--- config.mk ---
export PLATFORM = sky130hd
export DESIGN_NAME = seg_display_ctrl
export DESIGN_NICKNAME = d
export VERILOG_FILES = /design/src/rtl/seg_display_pkg.sv /design/src/rtl/seg_display_ctrl_btn_debounce.sv /design/src/rtl/seg_display_ctrl.sv
export SDC_FILE = /design/constraint.sdc
export NUM_CORES = 1
export LEC_CHECK = 0
export ABC_CLOCK_PERIOD_IN_PS = 1900
export BUFFER_PORTS_ARGS = -buffer_cell sky130_fd_sc_hd__buf_2
export CELL_PAD_IN_SITES_DETAIL_PLACEMENT = 2
export CELL_PAD_IN_SITES_GLOBAL_PLACEMENT = 2
export CORE_UTILIZATION = 32
export CTS_CLUSTER_DIAMETER = 200
export CTS_CLUSTER_SIZE = 12
export DETAILED_ROUTE_END_ITERATION = 7
export GPL_TIMING_DRIVEN = 0
export PLACE_DENSITY_LB_ADDON = 0.1
export SLEW_MARGIN = 20
export SYNTH_ARGS = -nofsm -noshare
export SYNTH_HDL_FRONTEND = slang
export SYNTH_SLANG_ARGS = --single-unit
export TNS_END_PERCENT = 10
--- constraint.sdc ---
create_clock -name i_clk -period 1.9 [get_ports i_clk]
set_clock_uncertainty 0.05 [all_clocks]
set_input_delay 0.095 -clock i_clk [delete_from_list [all_inputs] [get_ports i_clk]]
set_output_delay 0.095 -clock i_clk [all_outputs]
set_load 0.02 [all_outputs]
--- src/rtl/seg_display_pkg.sv ---
// Shared encodings for the seven-segment display controller and its decoder.
package seg_display_pkg;

    typedef enum logic {
        MODE_MANUAL = 1'b0,
        MODE_AUTO   = 1'b1
    } mode_e;

    localparam logic [1:0] PAGE_ISO       = 2'd0;
    localparam logic [1:0] PAGE_SHUTTER   = 2'd1;
    localparam logic [1:0] PAGE_FOCAL     = 2'd2;
    localparam logic [1:0] PAGE_INDICATOR = 2'd3;

    localparam logic [7:0] SEG_BLANK = 8'hFF;
    localparam logic [3:0] AN_OFF    = 4'b1111;
    localparam int         BLANK_CYC = 2;

    function automatic logic [3:0] an_onecold(input logic [1:0] idx);
        logic [3:0] an;
        case (idx)
            2'd0:    an = 4'b1110;
            2'd1:    an = 4'b1101;
            2'd2:    an = 4'b1011;
            2'd3:    an = 4'b0111;
            default: an = AN_OFF;
        endcase
        return an;
    endfunction

endpackage

--- src/rtl/seg_display_ctrl_btn_debounce.sv ---
// Button conditioner: 2-FF synchronizer, stability counter, and rising-edge press pulse.
module btn_debounce #(
    parameter int DEBOUNCE_CYC = 500000
) (
    input  logic i_clk,
    input  logic i_rst,
    input  logic i_raw,
    output logic o_level,
    output logic o_press
);

    localparam int            CW       = (DEBOUNCE_CYC > 1) ? $clog2(DEBOUNCE_CYC) : 1;
    localparam logic [CW-1:0] CNT_LAST = CW'(DEBOUNCE_CYC - 1);

    logic          r_sync1;
    logic          r_sync2;
    logic [1:0]    r_vld;
    logic          r_level;
    logic          r_armed;
    logic [CW-1:0] r_cnt;
    logic          w_diff;
    logic          w_accept;

    assign w_diff   = (r_sync2 != r_level);
    assign w_accept = w_diff && (r_cnt == CNT_LAST);
    // A press needs a released sample first, so a button held through reset stays silent.
    assign o_press  = w_accept && r_sync2 && r_armed;
    assign o_level  = r_level;

    // Synchronizer, arming flag and stability counter.
    always_ff @(posedge i_clk) begin
        if (i_rst) begin
            r_sync1 <= 1'b0;
            r_sync2 <= 1'b0;
            r_vld   <= 2'b00;
            r_level <= 1'b0;
            r_armed <= 1'b0;
            r_cnt   <= {CW{1'b0}};
        end else begin
            r_sync1 <= i_raw;
            r_sync2 <= r_sync1;
            r_vld   <= {r_vld[0], 1'b1};
            if (r_vld[1] && !r_sync2) begin
                r_armed <= 1'b1;
            end else begin
                r_armed <= r_armed;
            end
            if (w_accept) begin
                r_level <= r_sync2;
                r_cnt   <= {CW{1'b0}};
            end else if (w_diff) begin
                r_cnt   <= r_cnt + CW'(1);
            end else begin
                r_cnt   <= {CW{1'b0}};
            end
        end
    end

endmodule

--- src/rtl/seg_display_ctrl.sv ---
// Page sequencing and 4-digit multiplexed display drive for the camera-value decoder.
// Optional brightness PWM (duty input) is enabled by defining SEG_BRIGHT_PWM_EN.
module seg_display_ctrl
    import seg_display_pkg::*;
#(
    parameter int SCAN_DIV     = 50000,
    parameter int DEAD_CYC     = 50,
    parameter int AUTO_DIV     = 100000000,
    parameter int DEBOUNCE_CYC = 500000
) (
    input  logic       i_clk,
    input  logic       i_rst,
`ifdef SEG_BRIGHT_PWM_EN
    input  logic [2:0] i_duty,
`endif
    input  logic       i_btn_next,
    input  logic       i_btn_mode,
    input  logic [7:0] i_dig_1,
    input  logic [7:0] i_dig_2,
    input  logic [7:0] i_dig_3,
    input  logic [7:0] i_dig_4,
    output logic [1:0] o_page_sel,
    output logic [3:0] o_an_n,
    output logic [7:0] o_seg_n,
    output logic       o_auto_active,
    output logic       o_page_stb
);

    localparam int            SW         = $clog2(SCAN_DIV);
    localparam int            AW         = $clog2(AUTO_DIV);
    localparam logic [SW-1:0] SLOT_LAST  = SW'(SCAN_DIV - 1);
    localparam logic [AW-1:0] AUTO_LAST  = AW'(AUTO_DIV - 1);
    localparam logic [1:0]    BLANK_LAST = 2'(BLANK_CYC - 1);

    logic          w_next_press;
    logic          w_mode_press;
    logic          w_next_level;
    logic          w_mode_level;
    logic [1:0]    w_unused_levels;

    mode_e         r_mode;
    logic [1:0]    r_page;
    logic          r_page_stb;
    logic          r_auto_active;
    logic [AW-1:0] r_auto_cnt;
    logic [1:0]    r_blank_cnt;
    logic          w_term;
    logic          w_adv;
    logic          w_blank;

    logic [SW-1:0] r_slot;
    logic [1:0]    r_dig_idx;
    logic [3:0]    r_an_n;
    logic [7:0]    r_seg_n;
    logic [7:0]    w_dig_sel;
    logic [31:0]   w_slot_ext;
    logic          w_lit;

    btn_debounce #(.DEBOUNCE_CYC(DEBOUNCE_CYC)) u_db_next (
        .i_clk   (i_clk),
        .i_rst   (i_rst),
        .i_raw   (i_btn_next),
        .o_level (w_next_level),
        .o_press (w_next_press)
    );

    btn_debounce #(.DEBOUNCE_CYC(DEBOUNCE_CYC)) u_db_mode (
        .i_clk   (i_clk),
        .i_rst   (i_rst),
        .i_raw   (i_btn_mode),
        .o_level (w_mode_level),
        .o_press (w_mode_press)
    );

    assign w_unused_levels = {w_next_level, w_mode_level};

    assign w_term  = (r_mode == MODE_AUTO) && (r_auto_cnt == AUTO_LAST);
    assign w_adv   = w_next_press || w_term;
    // Decoder output lags page_sel by one cycle, so blank across the change and the stale cycle.
    assign w_blank = w_adv || (r_blank_cnt != 2'd0);

    // Mode FSM, auto-rotation timer, page register and blanking window.
    always_ff @(posedge i_clk) begin
        if (i_rst) begin
            r_mode        <= MODE_MANUAL;
            r_auto_active <= 1'b0;
            r_auto_cnt    <= {AW{1'b0}};
            r_page        <= PAGE_ISO;
            r_page_stb    <= 1'b0;
            r_blank_cnt   <= 2'd0;
        end else begin
            case (r_mode)
                MODE_MANUAL: begin
                    r_auto_cnt <= {AW{1'b0}};
                    if (w_mode_press) begin
                        r_mode        <= MODE_AUTO;
                        r_auto_active <= 1'b1;
                    end else begin
                        r_mode        <= MODE_MANUAL;
                        r_auto_active <= 1'b0;
                    end
                end
                MODE_AUTO: begin
                    if (w_mode_press) begin
                        r_mode        <= MODE_MANUAL;
                        r_auto_active <= 1'b0;
                        r_auto_cnt    <= {AW{1'b0}};
                    end else begin
                        r_mode        <= MODE_AUTO;
                        r_auto_active <= 1'b1;
                        r_auto_cnt    <= w_adv ? {AW{1'b0}} : (r_auto_cnt + AW'(1));
                    end
                end
                default: begin
                    r_mode        <= MODE_MANUAL;
                    r_auto_active <= 1'b0;
                    r_auto_cnt    <= {AW{1'b0}};
                end
            endcase
            r_page     <= w_adv ? (r_page + 2'd1) : r_page;
            r_page_stb <= w_adv;
            if (w_adv) begin
                r_blank_cnt <= BLANK_LAST;
            end else if (r_blank_cnt != 2'd0) begin
                r_blank_cnt <= r_blank_cnt - 2'd1;
            end else begin
                r_blank_cnt <= 2'd0;
            end
        end
    end

    assign w_slot_ext = 32'(r_slot);

`ifdef SEG_BRIGHT_PWM_EN
    logic [2:0]  r_duty;
    logic [2:0]  w_duty;
    logic [31:0] w_on_len;

    assign w_duty   = (r_slot == {SW{1'b0}}) ? i_duty : r_duty;
    assign w_on_len = (32'(SCAN_DIV - DEAD_CYC) * (32'(w_duty) + 32'd1)) >> 3;
    assign w_lit    = (w_slot_ext >= 32'(DEAD_CYC)) &&
                      ((w_slot_ext - 32'(DEAD_CYC)) < w_on_len);

    // Duty is captured at slot start and held for the whole slot.
    always_ff @(posedge i_clk) begin
        if (i_rst) begin
            r_duty <= 3'd0;
        end else begin
            r_duty <= w_duty;
        end
    end
`else
    assign w_lit = (w_slot_ext >= 32'(DEAD_CYC));
`endif

    // Digit pattern for the current scan index.
    always_comb begin
        w_dig_sel = SEG_BLANK;
        case (r_dig_idx)
            2'd0:    w_dig_sel = i_dig_1;
            2'd1:    w_dig_sel = i_dig_2;
            2'd2:    w_dig_sel = i_dig_3;
            2'd3:    w_dig_sel = i_dig_4;
            default: w_dig_sel = SEG_BLANK;
        endcase
    end

    // Free-running scan counters and registered anode/segment drive.
    always_ff @(posedge i_clk) begin
        if (i_rst) begin
            r_slot    <= {SW{1'b0}};
            r_dig_idx <= 2'd0;
            r_an_n    <= AN_OFF;
            r_seg_n   <= SEG_BLANK;
        end else begin
            if (r_slot == SLOT_LAST) begin
                r_slot    <= {SW{1'b0}};
                r_dig_idx <= r_dig_idx + 2'd1;
            end else begin
                r_slot    <= r_slot + SW'(1);
                r_dig_idx <= r_dig_idx;
            end
            if (w_blank || !w_lit) begin
                r_an_n  <= AN_OFF;
                r_seg_n <= SEG_BLANK;
            end else begin
                r_an_n  <= an_onecold(r_dig_idx);
                r_seg_n <= w_dig_sel;
            end
        end
    end

    assign o_page_sel    = r_page;
    assign o_page_stb    = r_page_stb;
    assign o_auto_active = r_auto_active;
    assign o_an_n        = r_an_n;
    assign o_seg_n       = r_seg_n;

endmodule

==> results of run 1 <==
[sequential cells by signal, indices dropped and copies added, names as in the netlist, 2 cells and up]
name	cells
u_db_mode.r_cnt	19
o_seg_n	8
r_dig_idx	2
o_page_sel	2
u_db_next.r_cnt	19
r_blank_cnt	2
o_an_n	4
r_auto_cnt	27
r_slot	16
[cells by family after synthesis]
group           synth area share, %
mux                          0.6304
buf+inv                       3.178
compound gates                3.677
simple gates                  28.63
xor+xnor                      14.34
fa+ha+maj                     2.889
flops                         46.65
[final timing paths]
path	end	slack [ns]
worst max-delay path	r_auto_cnt[19]	-0.11
worst min-delay path	o_seg_n[7]	0.06
worst max register to register	r_auto_cnt[19]	-0.11
worst min register to register	u_db_next.r_cnt[0]	0.39
[routing by layer]
| metal | part of all wire [%] | wire [um] |
|---|---|---|
| met1 | 46 | 5592 |
| met2 | 51 | 6134 |
| met3 | 1.9 | 228 |
| met4 | 1.1 | 136 |
| met5 | 0 | 0 |
[area by class of cell]
cell class | instances | area [um2]
Timing Repair Buffer | 66 | 395.4
Tap cell | 184 | 230.2
Clock buffer | 14 | 274.0
Clock inverter | 2 | 37.54
Multi-Input combinational cell | 400 | 2521
Inverter | 16 | 60.06
Buffer | 14 | 112.6
Fill cell | 1645 | 8665
Sequential cell | 111 | 2238
[metrics by stage]
stage	TNS, ns	cell area (um2)
6_report	-2.850	5869
2_1_floorplan	-1.534	4802
4_1_cts	-6.085	5823
3_5_place_dp	-33.80	5288
5_1_grt	-7.627	5869
3_3_place_gp	-29.54	5288
[cells in the final DEF, fill, tap and decap left out, types with 3 or more instances in the layout]
| cell | netlist | final |
|---|---|---|
| a21oi_1 | 3 | 3 |
| a222oi_1 | 8 | 8 |
| and2_1 | 11 | 11 |
| and3_1 | 8 | 8 |
| and4_1 | 8 | 7 |
| buf_2 | 4 | 51 |
| buf_4 | 0 | 4 |
| buf_6 | 3 | 3 |
| buf_8 | 0 | 3 |
| clkbuf_1 | 10 | 9 |
| clkbuf_16 | 0 | 9 |
| clkbuf_8 | 0 | 3 |
| dfxtp_1 | 111 | 100 |
| dfxtp_2 | 0 | 10 |
| dlygate4sd3_1 | 0 | 11 |
| ha_1 | 11 | 8 |
| inv_1 | 16 | 16 |
| mux2i_1 | 3 | 3 |
| nand2_1 | 56 | 55 |
| nand3_1 | 23 | 21 |
| nand4_1 | 17 | 17 |
| nor2_1 | 116 | 114 |
| nor2b_1 | 5 | 5 |
| nor3_1 | 14 | 12 |
| nor4_1 | 10 | 9 |
| o21ai_0 | 8 | 8 |
| xnor2_1 | 45 | 45 |
| xor2_1 | 33 | 33 |
[power breakdown]
| part | switching (mW) | internal, mW |
|---|---|---|
| combinational | 0.0534 | 0.0641 |
| clock | 0.859 | 1.13 |
| sequential | 0.0138 | 2.34 |
[worst max-delay path, stage by stage (launching register included)]
cell	delay (ns)
dfxtp_2	0.35
or4bb_4	0.55
nor4_4	0.34
o2bb2ai_4	0.19
or4b_4	0.23
buf_8	0.15
nor2_1	0.04
[repair_timing]
| action | CTS | global route |
|---|---|---|
| pin swaps | 6 | 5 |
| endpoints found under the setup margin | 85 | 72 |
| endpoints found under the hold margin | 11 | 0 |
| hold buffers | 11 | 0 |
| buffers inserted | 4 | 0 |
| resized for setup | 25 | 21 |
==> flow_summary.yaml, run 1 <==
clock_tree:
  cts_max_level: 3
  cts_buffer_depth: 2
  cts_sinks: 111
  numCtsBuffers: 9
  cts_tree: "built"
  clk_pin_slew_worst_paths_ns: 0.07
  cts-root-buf: "clkbuf_16"
  worstSkewPairLatency_ns: 0.36
floorplanning:
  die-area_um2: 15380
  die_h_um: 124.0
  start_util_pct: 32.77
  num_io_pins: 52
  die_w_um: 124.0
  core_area_um2: 14530
  rows: 44
layout:
  nNetsFinal: 665
  finalNonFillerCells: 807
  drive_gt1_share_pct: 17.98
  n_antenna_cell: 0
  final_util_pct: 40.38
  syn2layout_area_growth_pct: 23.22
pwr:
  ir_drop_mv: 0.5689
  leakage_nw: 1.977
  power.total_mw: 4.464
  powerDensity_nw_per_um2: 760.5
synth:
  synth_commonest_cells: "116 x nor2_1, 111 x dfxtp_1, 56 x nand2_1"
  netlist_area_um2: 4763
  synth.top_cell.area_share_pct: 46.65
  synth_edf_count: 0
  ys_warn_count: 0
  async_flop_share_pct: 0
  avgSynthCellArea_um2: 8.756
  ys_ff_latch: 111
  synth_ff_type: "dfxtp_1"
  synth.area.top_cells: "dfxtp_1 47%, nor2_1 9.1%, xnor2_1 8.3%"
  synth_nets: 591
  syn-instance-count: 544
  synth_top_cell_by_area: "dfxtp_1"
  ys_types: 37
  synth.most_common_cell: "nor2_1"
  synth_seq_area_share_pct: 46.65
worst_setup_path:
  cp-start-kind: "flip-flop"
  arrival_ns: 2.21
  worstReg2RegStart: "r_auto_cnt[19]"
  setup.worst_path.end_class: "flip-flop"
  path_class: "reg -> reg"
  rr_worst_depth: 6
  required_ns: 2.10
  setup.worst_path.start: "r_auto_cnt[19]"
  critPathMaxFanout: 10
global_route:
  grt_usage_pct: 17.05
  grt_max_degree: 17
  grt_use_met1_pct: 20.53
  top_usage_layer: "met2"
  antenna_found_initial: 0
  use_met2_pct: 29.90
  overflow: 0
  met3_usage_pct: 4.258
  grt_pass1_vias: 4221
  grt_pass1_wl_um: 20200
routing:
  viasPerCell: 4.843
  drt_pre_antenna_iters: 4
  drc: 0
  wl_per_cell_um: 14.98
  num_vias: 3908
  drt-total-wl_um: 12090
  dr.first_iter.drc_count: 116
  antenna_left: 0
placement:
  port_buffers: 51
  dp_hpwl_um: 8795
  place_congestion: 0.7360
  placed_cells: 779
  place_ws_ns: -0.6021
sta:
  post-route-period-util_pct: 105.9
  finalSetupViolCount: 35
  worst_hold_slack_ns: 0.05932
  finalHoldViolCount: 0
  fmax_mhz: 497.2
  min_period_ns: 2.011
  layout_setup_ws_ns: -0.1114
  drv_slew: 0
  tightest_slew_ns: 0.4827
  slew_headroom_pct: 67.82
  rsz0062_at_grt: "yes"
worst_hold_path:
  holdCritStartpoint: "i_dig_2[7]"
  hold_path.class: "in -> reg"
  whs_path_depth: 5
outcome:
  violations: "setup timing"
  outcome: "complete, but fails checks"
flow_run:
  drv_cap: 0
No activity file was read; power rests on OpenSTA's default activity.
==> run 2, diff against run 1 <==
- REMOVE_ABC_BUFFERS: not set -> 1
==> run 2 against run 1 <==
Compared with the run above: the run still ends with setup timing left; first-iteration DRC count rose by 5.2%; power fell by 0.80%; sequential cell count did not move; worst setup slack improved by 0.099 ns; maximum frequency rose by 5.2%; clock-buffer cell count fell by 4; sequential power barely moved; critical path depth fell by 1; critical path type unchanged.
==> flow_summary.yaml, run 2 (synthesis gave the netlist of run 1 again) <==
outcome:
  outcome: "complete, but fails checks"
  violations: "setup timing"
floorplanning:
  die-area_um2: 15380
  start_util_pct: 32.77
  die_w_um: 124.0
  die_h_um: 124.0
  core_area_um2: 14530
  rows: 44
  num_io_pins: 52
worst_setup_path:
  required_ns: 2.09
  cp-start-kind: "flip-flop"
  critPathBufInv: 0
  regToRegEndpoint: "r_auto_cnt[18]"
  critPathTopFamily: "simple AND/OR/NAND/NOR gates"
  setup.worst_path.end_class: "flip-flop"
  path_class: "reg -> reg"
  max_stage_delay_ns: 0.53
  rr_worst_depth: 5
  worstReg2RegStart: "r_auto_cnt[8]"
  slowest_stage: "or4_4"
  worstPathCellList: "or4_4, nor4_4, o2bb2ai_4, or4b_4, nor2_4"
  critPathMaxFanout: 7
  arrival_ns: 2.10
  cp.depth: 5
  rrSetupSlack_ns: -0.01
sta:
  drv_slew: 0
  min_period_ns: 1.912
  rsz0062_at_grt: "yes"
  tns_ns: -0.02265
  fmax_mhz: 522.9
  tightest_slew_ns: 0.5235
  finalHoldViolCount: 0
  post-route-period-util_pct: 100.6
  worst_hold_slack_ns: 0.04744
  layout_setup_ws_ns: -0.01228
  slew_headroom_pct: 65.10
  finalSetupViolCount: 6
global_route:
  grt_usage_pct: 18.21
  grt_pass1_vias: 4273
  antenna_found_initial: 0
  grt_max_degree: 25
  grt_pass1_wl_um: 21520
  overflow: 0
flow_run:
  drv_cap: 0
layout:
  area.sequential_um2: 2237
  final_cell_mix: "108 x nor2_1, 101 x dfxtp_1, 55 x nand2_1"
  mostFrequentLayoutCell: "nor2_1"
  top_regs: "r_auto_cnt (27), u_db_mode.r_cnt (19), u_db_next.r_cnt (19)"
  multi_input_area_um2: 2635
  nNetsFinal: 664
  drive_gt1_share_pct: 20.74
  n_antenna_cell: 0
  max_flop_register: "r_auto_cnt"
  fillers: 1636
  largest_register_ffs: 27
  final_util_pct: 40.87
  syn2layout_area_growth_pct: 24.69
placement:
  place_ws_ns: -1.029
  port_buffers: 51
  place_congestion: 0.6916
  dp_hpwl_um: 8481
pwr:
  pwr-share-clk_pct: 44.3
  switching_power_uw: 964.0
  ir_drop_mv: 0.4695
  p_sw_share_pct: 21.77
  power_frac_seq_pct: 53.1
  pwr-share-comb_pct: 2.6
  internal_power_mw: 3.464
  leakage_nw: 1.995
  powerDensity_nw_per_um2: 745.6
routing:
  drt-total-wl_um: 13280
  antenna_left: 0
  drt_pre_antenna_iters: 4
  drc: 0
  wl_per_cell_um: 16.48
  dr.first_iter.drc_count: 122
  num_vias: 4045
  viasPerCell: 5.019
clock_tree:
  cts_tree: "built"
  cts_max_level: 3
  worstSkewPairLatency_ns: 0.35
  cts_sinks: 111
  cts_buffer_depth: 2
  cts-root-buf: "clkbuf_16"
  clk_pin_slew_worst_paths_ns: 0.08
  numCtsBuffers: 9
worst_hold_path:
  holdCritStartpoint: "i_dig_2[4]"
  holdPathEnd: "o_seg_n[4]"
  hold_path.class: "in -> reg"
  whs_path_depth: 5
## run 2: cell count changes in the layout (fill, tap and decap cells not counted), moves of 3 or more
cell and change:
nor2_1 -6, or4b_4 +3, clkbuf_1 -9, buf_4 +7, nor2_2 +5, buf_8 -3
## run 2: worst max path at each step
stage / start / slack (ns) / to
detailed placement: u_db_mode.r_cnt[0] / -1.03 / r_auto_cnt[18]
finish: r_auto_cnt[8] / -0.01 / r_auto_cnt[18]
CTS: u_db_mode.r_cnt[0] / -0.01 / r_auto_cnt[13]
floorplan: o_auto_active / -0.28 / r_auto_cnt[10]
global route: u_db_mode.r_cnt[0] / -0.07 / r_auto_cnt[20]
global placement: u_db_mode.r_cnt[0] / -0.95 / r_auto_cnt[10]
## run 2: power groups by stage
stage          logic (mW)  registers [mW]  clock network, mW
5_1_grt             0.128            2.36               2.12
3_3_place_gp       0.0834            2.41                  0
3_5_place_dp       0.0875            2.41                  0
4_1_cts             0.110            2.35               2.05
6_report            0.114            2.35               1.96
2_1_floorplan      0.0334            2.40                  0
## run 2: worst register-to-register path: stages, from the launching register on
cell       delay, ns
dfxtp_4         0.36
or4_4           0.53
nor4_4          0.29
o2bb2ai_4       0.21
or4b_4          0.30
nor2_4          0.05
## run 2: repair_timing
item,4_1_cts,5_1_grt
buffers inserted,10,3
gates cloned,4,1
hold endpoints to repair,10,0
gates resized for setup,41,14
hold buffers,10,0
pin swaps,20,20
endpoints found under the setup margin,97,100
## run 2: per-layer routing
layer,global-route usage [%],up-vias,routed length (um)
met5,0,-,0
met4,6.101,0,157
met3,4.167,13,283
met2,32.85,29,7107
met1,21.04,2033,5735
li1,-,1970,-
## run 2: final cells by class
type | instances | area share [%]
inverter | 16 | 1.011
tap | 184 | 3.876
clock inverter | 6 | 1.159
sequential | 111 | 37.67
clock buffer | 10 | 4.024
timing repair buffer | 74 | 7.900
multi-input combinational | 405 | 44.36
## run 2: stage by stage
step,area [um2],power [mW],std cells
after detailed placement,5162,2.496,762
after global placement,5157,2.490,762
after CTS,5858,4.518,802
final,5939,4.428,806
after global routing,5939,4.608,806
after floorplan,4672,2.438,527
